[src/rtl/chip_cycle.sv]
// chip_cycle: YM2203 x2 / SAA1099 access cycle former; SAA path enabled by SAA1099_EN
module chip_cycle #(
  parameter int CNT_W     = 5,
  parameter int YM_SETUP  = 1,
  parameter int YM_PULSE  = 15,
  parameter int SAA_SETUP = 3,
  parameter int SAA_PULSE = 7,
  parameter int HOLD      = 1
) (
  input  logic       clk,
  input  logic       rst,
  input  logic       wraddr_on,
  input  logic       wrdata_on,
  input  logic       rddata_on,
  input  logic [1:0] sel,
  output logic [1:0] ym_cs_n,
  output logic       ym_wr_n,
  output logic       ym_rd_n,
  output logic       ym_a0,
  output logic       saa_cs_n,
  output logic       saa_wr_n,
  output logic       saa_a0,
  output logic       dq_oe,
  output logic       rd_le,
  output logic       rd_oe,
  output logic       busy
);
  localparam logic [2:0] S_IDLE = 3'd0, S_SETUP = 3'd1, S_STROBE = 3'd2, S_HOLD = 3'd3, S_RELEASE = 3'd4;
  localparam logic [1:0] K_ADDR = 2'd0, K_DATA = 2'd1, K_READ = 2'd2;
`ifdef SAA1099_EN
  localparam logic SAA_EN = 1'b1;
`else
  localparam logic SAA_EN = 1'b0;
`endif
  logic [2:0] state, n_state;
  logic [CNT_W-1:0] cnt, n_cnt;
  logic [1:0] kind, n_kind, sel_q, n_sel;
  logic req, ym, saa, act, n_read;
  // next state, counter and latched request; outputs are derived from these and registered
  always_comb begin
    req = wraddr_on | wrdata_on | rddata_on;
    n_kind = state == S_IDLE ? (wraddr_on ? K_ADDR : wrdata_on ? K_DATA : K_READ) : kind;
    n_sel = state == S_IDLE ? sel : sel_q;
    n_read = n_kind == K_READ;
    ym = !n_sel[1];
    saa = SAA_EN && n_sel == 2'b10 && !n_read;
    n_state = state;
    n_cnt = cnt == '0 ? cnt : cnt - CNT_W'(1);
    case (state)
      S_IDLE: if (req) begin
        n_state = ym || saa ? S_SETUP : S_RELEASE;
        n_cnt = ym ? CNT_W'(YM_SETUP - 1) : saa ? CNT_W'(SAA_SETUP - 1) : '0;
      end
      S_SETUP: if (cnt == '0) begin
        n_state = S_STROBE;
        n_cnt = ym ? CNT_W'(YM_PULSE - 1) : CNT_W'(SAA_PULSE - 1);
      end
      S_STROBE: if (cnt == '0) begin
        n_state = S_HOLD;
        n_cnt = CNT_W'(HOLD - 1);
      end
      S_HOLD: if (cnt == '0) begin
        n_state = S_RELEASE;
        n_cnt = '0;
      end
      S_RELEASE: n_state = req ? S_RELEASE : S_IDLE;
      default: begin
        n_state = S_IDLE;
        n_cnt = '0;
      end
    endcase
    act = n_state == S_SETUP || n_state == S_STROBE || n_state == S_HOLD;
  end
  // state and registered chip-side strobes
  always_ff @(posedge clk or posedge rst)
    if (rst) begin
      state <= S_IDLE;
      cnt <= '0;
      kind <= K_ADDR;
      sel_q <= 2'b11;
      ym_cs_n <= 2'b11;
      ym_wr_n <= 1'b1;
      ym_rd_n <= 1'b1;
      ym_a0 <= 1'b0;
      saa_cs_n <= 1'b1;
      saa_wr_n <= 1'b1;
      saa_a0 <= 1'b0;
      dq_oe <= 1'b0;
      rd_le <= 1'b0;
      rd_oe <= 1'b0;
      busy <= 1'b0;
    end else begin
      state <= n_state;
      cnt <= n_cnt;
      kind <= n_kind;
      sel_q <= n_sel;
      ym_cs_n <= ~{act && ym && n_sel[0], act && ym && !n_sel[0]};
      ym_wr_n <= !(n_state == S_STROBE && ym && !n_read);
      ym_rd_n <= !(n_state == S_STROBE && ym && n_read);
      ym_a0 <= act && ym && n_kind != K_ADDR;
      saa_cs_n <= !(act && saa);
      saa_wr_n <= !(n_state == S_STROBE && saa);
      saa_a0 <= act && saa && n_kind == K_ADDR;
      dq_oe <= act && !n_read;
      rd_le <= n_state == S_STROBE && ym && n_read;
      rd_oe <= n_state != S_IDLE && ym && n_read && rddata_on;
      busy <= n_state != S_IDLE;
    end
endmodule

[config.mk]
export PLATFORM = sky130hd
export DESIGN_NAME = chip_cycle
export DESIGN_NICKNAME = d
export VERILOG_FILES = /design/src/rtl/chip_cycle.sv
export SDC_FILE = /design/constraint.sdc
export NUM_CORES = 1
export LEC_CHECK = 0
export CORE_MARGIN = 2
export CORE_UTILIZATION = 47
export DETAILED_ROUTE_END_ITERATION = 10
export GPL_ROUTABILITY_DRIVEN = 1
export PLACE_DENSITY = 0.72
export SLEW_MARGIN = 10
export SYNTH_ARGS = -nofsm -noshare
export SYNTH_HDL_FRONTEND = slang
export SYNTH_SLANG_ARGS = --single-unit
[constraint.sdc]
create_clock -name clk -period 2.5 [get_ports clk]
set_input_delay 0.5 -clock clk [delete_from_list [all_inputs] [get_ports clk]]
set_output_delay 0.5 -clock clk [all_outputs]
set_load 0.03 [all_outputs]
==> impl_metrics.tcl, run 1 <==
set metrics [dict create \
    first_iter_violations 48 \
    drive_above_1_share_pct 15.25 \
    fin_crit_sh_pct 79.76 \
    postCtsHoldBufs 0 \
    cts_tree "yes" \
    cts_resized 0 \
    critPathCaptureType "primary output" \
    avgSynthCellArea_sq_um 10.61 \
    grt_pass1_wl_um 3415 \
    grt_pass1_vias 781 \
    dr.pass1.iters 4 \
    cts_buffer_depth 2 \
    grt_setup_unrepaired "false" \
    startpoint_type "flip-flop" \
    worst_pin_slew_ns 0.7738 \
    synth_cell_types 41 \
    syn-instance-count 105 \
    grt_antenna_before_repair 0 \
    crit_required_ns 2.00 \
    route.detailed.drc 0 \
    dp_cells 142 \
    gp_congestion 0.8749 \
    hold_violations 0 \
    grt_max_degree 22 \
    ant_nets 0 \
    clock_latency_ns 0.30 \
    finalWirelength_um 2089 \
    io_pins 19 \
    crit_buf_inv 1 \
    cts-root-buf "clkbuf_4" \
    slowest_stage "clkdlybuf4s50_1" \
    synth-edff-count 0 \
    max_freq_mhz 501.5 \
    grt_overflow 0 \
    fp.dieArea_sq_um 2775 \
    die_y_um 52.68 \
    cts_sinks 21 \
    die_x_um 52.68 \
    nets 129 \
    ys_seq_area_share_pct 47.87 \
    pre_cts_slack_ns 0.5400 \
    rows 17 \
    track_usage_pct 17.30 \
    syn_area_sq_um 1114 \
    dp_hpwl_um 1533 \
    critPathArrivalTime_ns 1.49 \
    wl_per_cell_um 14.31 \
    period_minus_slack_ns 1.994 \
    crit_chain "clkdlybuf4s50_1" \
    via_per_inst 5.808 \
    postCtsSetupRepairBufs 0 \
    setup_viol_count_final 0 \
    power_mw 1.613 \
    htreeDepth 1 \
    drv_cap 0 \
    initial_core_util_pct 49.86 \
    status "complete, no violations" \
    max_stage_delay_ns 0.66 \
    final_cells 146 \
    n_antenna_cell 0 \
    crit_family "buffers and inverters" \
    fin_skew_ns 0.004639 \
    fin_setup_tns_ns 0 \
    ir_worst_vdd_v 0.0005592 \
    ys_ff_latch 21 \
    max_slew_margin_pct 48.36 \
    async_reset_ff_share_pct 100.0 \
    area_growth_pct 14.94 \
    num_vias 848 \
    yosys_warnings 0 \
    core_area_sq_um 2233 \
    portBuffers 15 \
    cts_made_buffers 3 \
    path_class "reg2out" \
    synth-main-ff-cell "dfrtp_1" \
    hold_path.class "reg2reg" \
    slew_viol_final 0 \
    power_density_nw_per_um2 1260 \
    cts.clk_slew.worst_paths_ns 0.11 \
    cp_max_fo 1 \
    p_leak_nw 0.5506 \
    fin_ws_ns 0.5059 \
]
## per-stage QoR
step / instance area (sq um) / util [%] / hold slack, ns
2_1_floorplan: 1117 / - / 0.4515
3_3_place_gp: 1254 / 56.13 / 0.4768
3_5_place_dp: 1254 / 56.13 / 0.4775
4_1_cts: 1280 / 57.31 / 0.4974
5_1_grt: 1280 / 57.31 / 0.5194
6_report: 1280 / 57.31 / 0.4968
## kinds of logic (layout without fill, tap and decap cells)
logic type | after synthesis | count (layout) | synth area share (%)
XOR/XNOR | 3 | 3 | 2.360
adder cells (fa/ha/maj) | 3 | 3 | 3.371
AND/OR/NAND/NOR | 33 | 33 | 17.87
other | 2 | 3 | 0.6744
flip-flops | 21 | 21 | 47.87
buffers and inverters | 14 | 26 | 7.078
multiplexers | 2 | 2 | 1.910
AO/OA/AOI/OAI | 27 | 27 | 18.88
## report_power, final
part           switching, mW  internal [mW]  leakage [nW]  total (mW)
Clock                 0.0960         0.0622        0.0150       0.158
Combinational          0.471          0.365         0.281       0.837
Sequential             0.129          0.489         0.255       0.618
Total                  0.697          0.917         0.551        1.61
## final timing paths
kind / start / to / slack, ns / depth (start not counted)
hold reg to reg: sel_q[1]$_DFF_PP1_ / sel_q[1]$_DFF_PP1_ / 0.50 / 2
min in group asynchronous: rst / cnt[3]$_DFF_PP0_ / 0.63 / 2
setup reg to reg: cnt[0]$_DFF_PP0_ / rd_le$_DFF_PP0_ / 0.67 / 6
max in group asynchronous: rst / state[2]$_DFF_PP0_ / 1.38 / 2
hold / removal: sel_q[1]$_DFF_PP1_ / sel_q[1]$_DFF_PP1_ / 0.50 / 2
setup / recovery: ym_rd_n$_DFF_PP1_ / ym_rd_n / 0.51 / 1
## flip-flops by register name, indices dropped and copies added (netlist names)
register and count:
cnt 5, ym_a0 1, state 3, rd_oe 1, ym_wr_n 1, dq_oe 1, ym_cs_n 2, sel_q 2
kind 2, busy 1, ym_rd_n 1, rd_le 1
## Yosys cell counts, drive strengths merged, types with 2 or more instances
| master | instances | area (sq um) |
|---|---|---|
| and3 | 2 | 12.51 |
| o2bb2ai | 2 | 17.52 |
| conb | 2 | 7.510 |
| o211ai | 3 | 22.52 |
| nand2 | 10 | 37.54 |
| a31oi | 2 | 12.51 |
| dfrtp | 15 | 375.4 |
| xnor2 | 2 | 17.52 |
| inv | 6 | 22.52 |
| o21ai | 7 | 35.03 |
| or3 | 2 | 17.52 |
| nand4 | 2 | 12.51 |
| dfstp | 6 | 157.7 |
| o2111a | 2 | 22.52 |
| nor3 | 5 | 30.03 |
| o31ai | 4 | 30.03 |
| buf | 5 | 45.04 |
| nor2 | 4 | 15.01 |
| o32a | 2 | 20.02 |
| ha | 3 | 37.54 |
| clkbuf | 3 | 11.26 |
## metal layers
layer / global-route usage (%) / vias up / part of all wire [%]
li1: - / 406 / -
met5: 0 / - / 0
met2: 26.67 / 35 / 45
met4: 8.974 / 0 / 1.5
met3: 3.429 / 4 / 5.2
met1: 22.78 / 403 / 48
## cell type report
| class | count | area, sq um |
|---|---|---|
| fillers | 193 | 953.4 |
| flip-flops and latches | 21 | 533.0 |
| multi-input cells | 71 | 505.5 |
| repair buffers | 16 | 157.7 |
| well taps | 28 | 35.03 |
| clock buffers | 4 | 26.28 |
| inverters | 6 | 22.52 |
## placed cells by master, fill, tap and decap left out, types with 2 or more instances in the layout
cell type / instances
xnor2_1: 2
o21ai_0: 7
clkbuf_4: 3
nand2_1: 10
conb_1: 3
and3_1: 2
nor2_1: 4
a31oi_1: 2
ha_1: 3
nor3_1: 4
dfstp_2: 6
o31ai_1: 4
o32a_1: 2
o2bb2ai_1: 2
o211ai_1: 3
nand4_1: 2
clkdlybuf4s50_1: 15
dfrtp_1: 15
o2111a_1: 2
inv_1: 5
## worst register-to-register path: stages (launching register included)
cell,delay [ns]
dfrtp_1,0.39
inv_1,0.10
ha_1,0.17
nor4b_4,0.45
inv_2,0.17
and3_1,0.25
o211a_1,0.20
Note: power is estimated with default switching activity, not from simulation.
==> run 2, diff against run 1 <==
CORE_UTILIZATION = 46   (was 47)
PLACE_DENSITY = 0.74   (was 0.72)
clock period = 1.7 ns   (was 2.5 ns; I/O delays follow)
==> impl_metrics.tcl, run 2 (same netlist as run 1, synthesis figures left out) <==
set metrics [dict create \
    p_int_mw 1.445 \
    finalWirelength_um 2254 \
    largest_reg_flops 5 \
    pwr-share-seq_pct 34.1 \
    hold_violations 0 \
    dr.pass1.iters 5 \
    p_leak_nw 0.5936 \
    grt_overflow 0 \
    ir_worst_vdd_v 0.001254 \
    n_antenna_cell 0 \
    crit_buf_inv 1 \
    cp_max_fo 1 \
    htreeDepth 1 \
    critPathCaptureType "primary output" \
    hold_path.class "in2async" \
    portBuffers 15 \
    top_register "cnt" \
    p_sw_share_pct 42.66 \
    clock_latency_ns 0.30 \
    setup_viol_count_final 0 \
    grt_pass1_vias 797 \
    path_class "reg2out" \
    fin_crit_sh_pct 96.67 \
    utilization_pct 60.38 \
    critPathArrivalTime_ns 1.30 \
    grt_antenna_before_repair 0 \
    grt_pass1_wl_um 3712 \
    fp.dieArea_sq_um 2830 \
    fillers 200 \
    largestRegisters "cnt (5), state (3)" \
    via_per_inst 5.712 \
    cts_sinks 21 \
    max_stage_delay_ns 0.66 \
    area_growth_pct 22.25 \
    first_iter_violations 21 \
    route.detailed.drc 0 \
    final_common_cell "dfrtp_1" \
    cts_buffer_depth 2 \
    ant_nets 0 \
    dp_hpwl_um 1669 \
    p_sw_mw 1.076 \
    initial_core_util_pct 49.39 \
    drv_cap 0 \
    num_vias 891 \
    slew_viol_final 0 \
    crit_required_ns 1.36 \
    postLayoutCellArea_sq_um 1361 \
    fin_skew_ns 0.003223 \
    die_x_um 53.20 \
    cts-root-buf "clkbuf_4" \
    crit_chain "clkdlybuf4s50_1" \
    die_y_um 53.20 \
    track_usage_pct 18.59 \
    dp_cells 152 \
    status "complete, no violations" \
    cts.clk_slew.worst_paths_ns 0.11 \
    slowest_stage "clkdlybuf4s50_1" \
    placed_area_sq_um 1329 \
    p_comb_share_pct 56.4 \
    gp_congestion 0.8215 \
    crit_family "buffers and inverters" \
    rows 17 \
    startpoint_type "flip-flop" \
    power_mw 2.521 \
    grt_max_degree 22 \
    drive_above_1_share_pct 24.22 \
    grt_setup_unrepaired "false" \
    p_clk_share_pct 9.5 \
    power_density_nw_per_um2 1852 \
    final_cells 156 \
    nets 139 \
    period_minus_slack_ns 1.643 \
    max_freq_mhz 608.5 \
    most-common-layout-cells "15 x dfrtp_1, 11 x clkdlybuf4s50_1, 11 x buf_4, 10 x nand2_1" \
    cts_made_buffers 3 \
    wl_per_cell_um 14.45 \
    io_pins 19 \
    cts_tree "yes" \
    core_area_sq_um 2255 \
    fin_setup_tns_ns 0 \
]
[run 2: cell count changes in the layout (fill, tap and decap cells not counted)]
cell	change
inv_1	-1
clkdlybuf4s50_1	-4
o21ai_1	+1
dlygate4sd2_1	+4
o31ai_1	-1
inv_2	+1
o31ai_2	+1
a31oi_2	+1
o21ai_0	-1
a31oi_1	-1
buf_4	+10
[run 2: worst paths after layout]
check | start | end | depth (start not counted) | slack [ns]
max in group asynchronous | rst | ym_wr_n$_DFF_PP1_ | 3 | 1.07
max reg2reg | cnt[0]$_DFF_PP0_ | rd_le$_DFF_PP0_ | 6 | 0.12
max | dq_oe$_DFF_PP0_ | dq_oe | 1 | 0.06
min | rst | dq_oe$_DFF_PP0_ | 3 | 0.36
min in group clk | sel_q[1]$_DFF_PP1_ | sel_q[1]$_DFF_PP1_ | 2 | 0.49
min reg2reg | sel_q[1]$_DFF_PP1_ | sel_q[1]$_DFF_PP1_ | 2 | 0.49
[run 2: per-stage QoR]
stage | worst slack (ns) | hold slack [ns]
floorplan | 0.09852 | 0.3121
global placement | 0.06614 | 0.4707
detailed placement | 0.03558 | 0.4769
CTS | 0.04407 | 0.3630
global route | 0.003497 | 0.3843
finish | 0.05659 | 0.3567
[run 2: layer usage]
metal  GRT usage [%]  wire length (um)  up-vias
met5               0                 0        -
met4           3.846                14        0
met3           5.085               164        2
met2           26.95              1029       32
met1           27.47              1045      434
li1                -                 -      423
[run 2: layout make-up]
| cell class | count | area, sq um | share of cell area (%) |
|---|---|---|---|
| inverter | 6 | 22.52 | 1.654 |
| timing repair buffer | 26 | 227.7 | 16.73 |
| multi-input combinational | 71 | 516.7 | 37.96 |
| clock buffer | 4 | 26.28 | 1.930 |
| tap | 28 | 35.03 | 2.574 |
| sequential | 21 | 533.0 | 39.15 |
[run 2: repair_timing]
| action | in CTS | in global routing |
|---|---|---|
| endpoints found under the setup margin | 4 | 3 |
| buffers inserted | 0 | 0 |
| gates resized for setup | 4 | 4 |
| hold buffers | 0 | 0 |
[run 2: power by group through the flow]
stage / Clock (mW) / Combinational [mW] / Sequential, mW
4_1_cts: 0.242 / 1.41 / 0.851
5_1_grt: 0.266 / 1.59 / 0.880
3_3_place_gp: 0 / 1.40 / 0.857
3_5_place_dp: 0 / 1.43 / 0.860
6_report: 0.240 / 1.42 / 0.859
2_1_floorplan: 0 / 0.896 / 0.960
==> run 3, diff against run 2 <==
GPL_ROUTABILITY_DRIVEN = 0   (was 1)
HOLD_SLACK_MARGIN = 0.08   (was default)
==> results of run 3 <==
No change in the layout: final DEF, timing and power equal those of run 2.
